## src/rtl/sel_encode_sb.sv

```systemverilog
// rtl/sel_encode_sb.sv - register select/encode stage with constant extension and pending-write scoreboard
// Decodes ra/rb/rc from a private IR copy into one-hot register-file enables and flags RAW hazards.
module sel_encode_sb #(
  parameter int NREG    = 16,
  parameter int DATA_W  = 32,
  parameter int OP_W    = 5,
  parameter int RA_LSB  = 23,
  parameter int RB_LSB  = 19,
  parameter int RC_LSB  = 15,
  parameter int C_W     = 19,
  parameter int C_SEXT  = 1,
  parameter int OUT_REG = 1,
  localparam int IDX_W  = $clog2(NREG)
) (
  input  logic              clk,
  input  logic              clr_n,
  input  logic [DATA_W-1:0] ir_in,
  input  logic              ir_load,
  input  logic              Gra,
  input  logic              Grb,
  input  logic              Grc,
  input  logic              Rin,
  input  logic              Rout,
  input  logic              BAout,
  input  logic              issue,
  input  logic              wb_valid,
  input  logic [IDX_W-1:0]  wb_idx,
  output logic [OP_W-1:0]   opcode,
  output logic [DATA_W-1:0] c_ext,
  output logic [NREG-1:0]   regin,
  output logic [NREG-1:0]   regout,
  output logic              ba_zero,
  output logic              sel_err,
  output logic [NREG-1:0]   busy,
  output logic              hazard
);

  logic [DATA_W-1:0] ir;
  logic              ir_valid;
  logic [NREG-1:0]   busy_q;
  logic [NREG-1:0]   busy_nxt;
  logic [IDX_W-1:0]  ra;
  logic [IDX_W-1:0]  rb;
  logic [IDX_W-1:0]  rc;
  logic [IDX_W-1:0]  idx;
  logic              any_sel;
  logic              c_fill;
  logic [NREG-1:0]   regin_c;
  logic [NREG-1:0]   regout_c;
  logic              ba_zero_c;

  assign ra = ir[RA_LSB +: IDX_W];
  assign rb = ir[RB_LSB +: IDX_W];
  assign rc = ir[RC_LSB +: IDX_W];

  always_ff @(posedge clk or negedge clr_n) begin
    if (!clr_n) begin
      ir       <= '0;
      ir_valid <= 1'b0;
      busy_q   <= '0;
    end else begin
      if (ir_load) begin
        ir       <= ir_in;
        ir_valid <= 1'b1;
      end
      busy_q <= busy_nxt;
    end
  end

  // Set is applied after clear so a same-cycle issue to the written-back index keeps the new writer.
  always_comb begin
    busy_nxt = busy_q;
    if (wb_valid) busy_nxt[wb_idx] = 1'b0;
    if (issue)    busy_nxt[ra]     = 1'b1;
  end

  assign any_sel = Gra | Grb | Grc;
  assign idx     = Gra ? ra : (Grb ? rb : rc);

  always_comb begin
    regin_c  = '0;
    regout_c = '0;
    for (int i = 0; i < NREG; i++) begin
      regin_c[i]  = any_sel & Rin & (idx == IDX_W'(i));
      regout_c[i] = any_sel & (Rout | (BAout & (idx != '0))) & (idx == IDX_W'(i));
    end
  end

  assign ba_zero_c = any_sel & BAout & (idx == '0) & ~Rout;

  generate
    if (OUT_REG != 0) begin : g_out_reg
      logic [NREG-1:0] regin_q;
      logic [NREG-1:0] regout_q;
      logic            ba_zero_q;

      always_ff @(posedge clk or negedge clr_n) begin
        if (!clr_n) begin
          regin_q   <= '0;
          regout_q  <= '0;
          ba_zero_q <= 1'b0;
        end else begin
          regin_q   <= regin_c;
          regout_q  <= regout_c;
          ba_zero_q <= ba_zero_c;
        end
      end

      assign regin   = regin_q;
      assign regout  = regout_q;
      assign ba_zero = ba_zero_q;
    end else begin : g_out_comb
      // Gated so the whole block reads zero while held in reset.
      assign regin   = clr_n ? regin_c  : '0;
      assign regout  = clr_n ? regout_c : '0;
      assign ba_zero = clr_n & ba_zero_c;
    end
  endgenerate

  assign opcode  = ir[DATA_W-1 -: OP_W];
  assign c_fill  = (C_SEXT != 0) & ir[C_W-1];
  assign c_ext   = {{(DATA_W-C_W){c_fill}}, ir[C_W-1:0]};
  assign sel_err = clr_n & ((Gra & Grb) | (Gra & Grc) | (Grb & Grc));
  assign busy    = busy_q;
  assign hazard  = ir_valid & (busy_q[rb] | busy_q[rc]);

endmodule

```

## config.mk

```make
export PLATFORM = sky130hd
export DESIGN_NAME = sel_encode_sb
export DESIGN_NICKNAME = d
export VERILOG_FILES = /design/src/rtl/sel_encode_sb.sv
export SDC_FILE = /design/constraint.sdc
export NUM_CORES = 1
export LEC_CHECK = 0
export CAP_MARGIN = 0
export CELL_PAD_IN_SITES_DETAIL_PLACEMENT = 0
export CELL_PAD_IN_SITES_GLOBAL_PLACEMENT = 2
export CORE_MARGIN = 1.5
export CORE_UTILIZATION = 30
export CTS_CLUSTER_DIAMETER = 150
export DETAILED_ROUTE_END_ITERATION = 10
export PLACE_DENSITY = 0.95
export SLEW_MARGIN = 5
export SYNTH_ARGS = -nofsm -noshare
export SYNTH_HDL_FRONTEND = slang
export SYNTH_SLANG_ARGS = --single-unit
```

## constraint.sdc

```tcl
create_clock -name clk -period 2.9 [get_ports clk]
set_input_delay 0.435 -clock clk [delete_from_list [all_inputs] [get_ports clk]]
set_output_delay 0.435 -clock clk [all_outputs]
set_load 0.02 [all_outputs]
```

# After elaboration in Yosys (flattened, before gate mapping)
# Cells that the tools add are included.
# Widths: inputs -> output; s select.
# word_totals
output_inout_bits	88
reg_bits	82
in_bits	47
word_cells	96
# classes
n_eq_ne	15
mux	12
reduce_logical	4
n_bitwise	53
n_lt_le_gt_ge	6
# op_table
operator	count
$and 1x1->1	43
$eq 4x4->1 const B	8
$mux 16	2
$lt 4x5->1 const B	4
$and 16x16->16	1
$eq 4x3->1 const B	4
$not 16->16	1
$or 16x16->16	1
$bmux 1 s4	2
$demux 1 s4	2
$eq 4x2->1 const B	2
$ge 4x1->1 const B	2
$mux 4	2
$or 1x1->1	6
$eq 4x1->1 const B	1
$logic_not 4->1	1
$mux 1	4
$reduce_bool 4->1	1
$logic_and 1x1->1	2
$not 1->1	1

# Logic depth before layout (Yosys ltp)
# Gate-level depths: netlist of the first run.
# depth
depth_word	9
mapped_depth	6

# Least setup slack after synthesis of the first run
# No wires, ideal clock.
# synth_path
path_kind	register to output
startpoint	register ir[17]
endpoint	output port hazard
slack_ps	1015
path_stages_with_launch	5
t_arrival_ps	1450
t_required_ps	2465
cell_sequence	dfrtp_1 -> mux4_2 -> mux2i_1 -> mux2i_1 -> o21a_1
# synth_via
elab_chain_cells	4
# synth_rtl
item	line_no	source
start: declaration	38	logic [DATA_W-1:0] ir;
start signal: assignment	63	ir <= ir_in;
$bmux 1 s4	125	assign hazard = ir_valid & (busy_q[rb] | busy_q[rc]);
$mux 1 (not written as such)	125	
$or 1x1->1	125	
$and 1x1->1	125	
end: declaration	35	output logic hazard
# Every way passes these cells. The select of a mux whose other input is x is not followed.

# Worst setup path after layout of the first run
# layout_path
startpoint	register ir[21]
endpoint	output port hazard
# The elaborated chain is that of the path after synthesis.

==> impl_metrics.toml, run 1 <==
[drt]
drc = 0
dr.pass1.iters = 5
post_drt_via_cell_ratio = 4.729
drt_wl_total_mm = 9.282
vias = 2620
wl_per_cell_um = 16.75
antenna_left = 0
drt_iter0_drc = 181

[clocking]
postCtsHoldBufs = 0
cts_buffers = 9
htree_levels = 3
clock_sinks = 82
cts_root_buffer = "clkbuf_16"
cts_tree = "yes"
path_clk_slew_ns = 0.06
clk_path_buf_depth = 2
clock_latency_ns = 0.34

[worst_setup_path]
critPathArrivalTime_ns = 2.32
worstSetupEndpointType = "output port"
crit_path_max_incr_delay_ns = 0.55
crit_type = "flip-flop to output port"
cp_num_buf_inv = 1
cpMostUsedCell = "mux2i_1"
slowest_stage = "mux4_2"
start_kind = "flip-flop"
r2r_start = "ir[18]$_DFFE_PN0P_"
crit_required_ns = 2.47
crit_start = "ir[21]$_DFFE_PN0P_"
path_delay_family = "multiplexers"
crit_fanout = 6
crit_chain = "mux4_2 > mux2i_1 > mux2i_1 > o21a_1 > clkdlybuf4s50_1"

[synthesis]
ys_ff_latch = 82
ys_types = 33
syn_inst = 301
ys_seq_area_share_pct = 55.57
synth_area_sq_um = 3692
synth_nets = 348
syn_area_per_cell_sq_um = 12.27
ys_warn_count = 0

[grt]
grt_max_degree = 47
overflow = 0
grtUsageTotal_pct = 14.93
antenna_found_initial = 0
grt_pass1_vias = 2694
grt_pass1_wl_mm = 14.44

[sta]
period_needed_ns = 2.753
holdWs_ns = 0.1646
post-route-period-util_pct = 94.91
drv_slew = 0
tightest_slew_ns = 0.7835
tns_ns = 0
slew_headroom_pct = 47.77
setup_viol = 0
rsz0062_at_grt = "false"
hold_violations = 0
fmax_mhz = 363.3
finalWorstSetupSlack_ns = 0.1475
finClkSkew_ns = 0.005832

[power_and_ir_drop]
ir_drop_mv = 0.3042
power_density_nw_per_um2 = 664.9
fin_total_pwr_mw = 3.448
p_leak_nw = 2.121

[place]
gp_congestion = 0.8097
port_buffers = 134
placed_cells = 538
dp_hpwl_mm = 6.925
place_area_sq_um = 4903
pre_cts_slack_ns = 0.3838

[layout]
stdcell_count = 554
num-nets-final = 449
most-common-layout-cells = "clkdlybuf4s50_1, dfrtp_1, o21ai_0, mux2_2, nor2_1"
drive_gt1_share_pct = 19.41
diodes = 0
final_area_sq_um = 5186
synthToLayoutAreaGrowth_pct = 40.46
final_common_cell = "clkdlybuf4s50_1"
fillCellCount = 1134
post-route-util_pct = 43.18

[floorplanning]
core_sq_um = 12010
die_y_um = 113.9
pin_count = 135
fp.dieW_um = 113.9
row_count = 40
dieArea_sq_um = 12980
start_util_pct = 30.74

[run_status]
status = "finished, final reports clean"

[run]
max-cap-violations = 0

[worst_hold_path]
hp-class = "primary input to asynchronous set/reset pin"
==> final timing paths <==
kind                                              to  slack [ns]  cells past startpoint
worst min register to register  ir_valid$_DFFE_PN0P_        0.50                      1
worst max register to register   regout[2]$_DFF_PN0_        1.20                      5
worst max-delay path                          hazard        0.15                      5
min in group clk                ir_valid$_DFFE_PN0P_        0.50                      1
max in group asynchronous         ir[26]$_DFFE_PN0P_        1.81                      3
worst min-delay path              ir[21]$_DFFE_PN0P_        0.16                      2
==> cell families (layout without fill, tap and decap cells) <==
group / after synthesis / after routing / share of synthesized area [%]
AO/OA/AOI/OAI: 45 / 45 / 7.048
buffers and inverters: 52 / 158 / 9.725
flip-flops: 82 / 82 / 55.57
multiplexers: 50 / 50 / 17.79
AND/OR/NAND/NOR: 72 / 72 / 9.862
==> synthesized netlist by cell type <==
master / n / area (sq um)
a21o_1: 1 / 7.510
clkbuf_1: 6 / 22.52
buf_4: 37 / 277.8
nor3_1: 2 / 10.01
or2_2: 3 / 18.77
a21oi_1: 1 / 5.000
buf_2: 5 / 25.02
buf_8: 1 / 15.01
nor4_2: 1 / 12.51
nand2_1: 10 / 37.54
nor2b_1: 1 / 6.260
nand3b_1: 4 / 30.03
mux2i_2: 1 / 13.76
nand3_1: 10 / 50.05
mux2i_1: 8 / 80.08
or2_1: 1 / 6.260
o31ai_1: 1 / 7.510
o21a_1: 3 / 22.52
or3b_2: 2 / 17.52
dfrtp_1: 82 / 2052
mux2i_4: 1 / 22.52
mux4_2: 8 / 180.2
nand2b_1: 7 / 43.79
o21ai_2: 4 / 35.03
o21ai_0: 32 / 160.2
a211oi_1: 2 / 15.01
mux2_2: 32 / 360.4
inv_1: 2 / 7.510
or3_4: 1 / 11.26
a21boi_0: 1 / 7.510
nor4_1: 3 / 18.77
nor2_1: 27 / 101.4
buf_6: 1 / 11.26
==> per-layer routing <==
layer / vias up / global-route usage (%) / share of wire, %
li1: 1213 / - / -
met1: 1279 / 17.98 / 41
met2: 114 / 23.82 / 49
met3: 14 / 6.536 / 8.6
met4: 0 / 5.333 / 1.6
met5: - / 0 / 0
==> report_power, final <==
group          internal, mW  switching [mW]
registers              1.28           0.162
logic                 0.501           0.456
clock network         0.602           0.448
==> state kept, by name (all words and copies together), names as in the netlist <==
name / flops
ir: 32
busy: 16
regin: 16
regout: 16
ba_zero: 1
ir_valid: 1
==> cell type report <==
type / instances / area (sq um) / area share, %
repair buffers: 140 / 1379 / 26.59
multi-input cells: 167 / 1281 / 24.70
inverters: 2 / 7.507 / 0.1448
flip-flops and latches: 82 / 2054 / 39.61
clock inverters: 6 / 41.29 / 0.7961
well taps: 147 / 183.9 / 3.546
clock buffers: 10 / 239.0 / 4.608
==> timing repair <==
item,in CTS,in global routing
endpoints found under the setup margin,0,1
setup buffers,0,0
gates resized for setup,0,2
No activity file was read; power rests on OpenSTA's default activity.
==> run 2, diff against run 1 <==
HOLD_SLACK_MARGIN = 0.08   (was not set)
==> results of run 2 <==
Same layout as run 1: the final DEF is identical, and so are final timing and power.
==> run 3, diff against run 2 <==
CAP_MARGIN = not set   (was 0)
==> results of run 3 <==
Same layout as run 1: the final DEF is identical, and so are final timing and power.
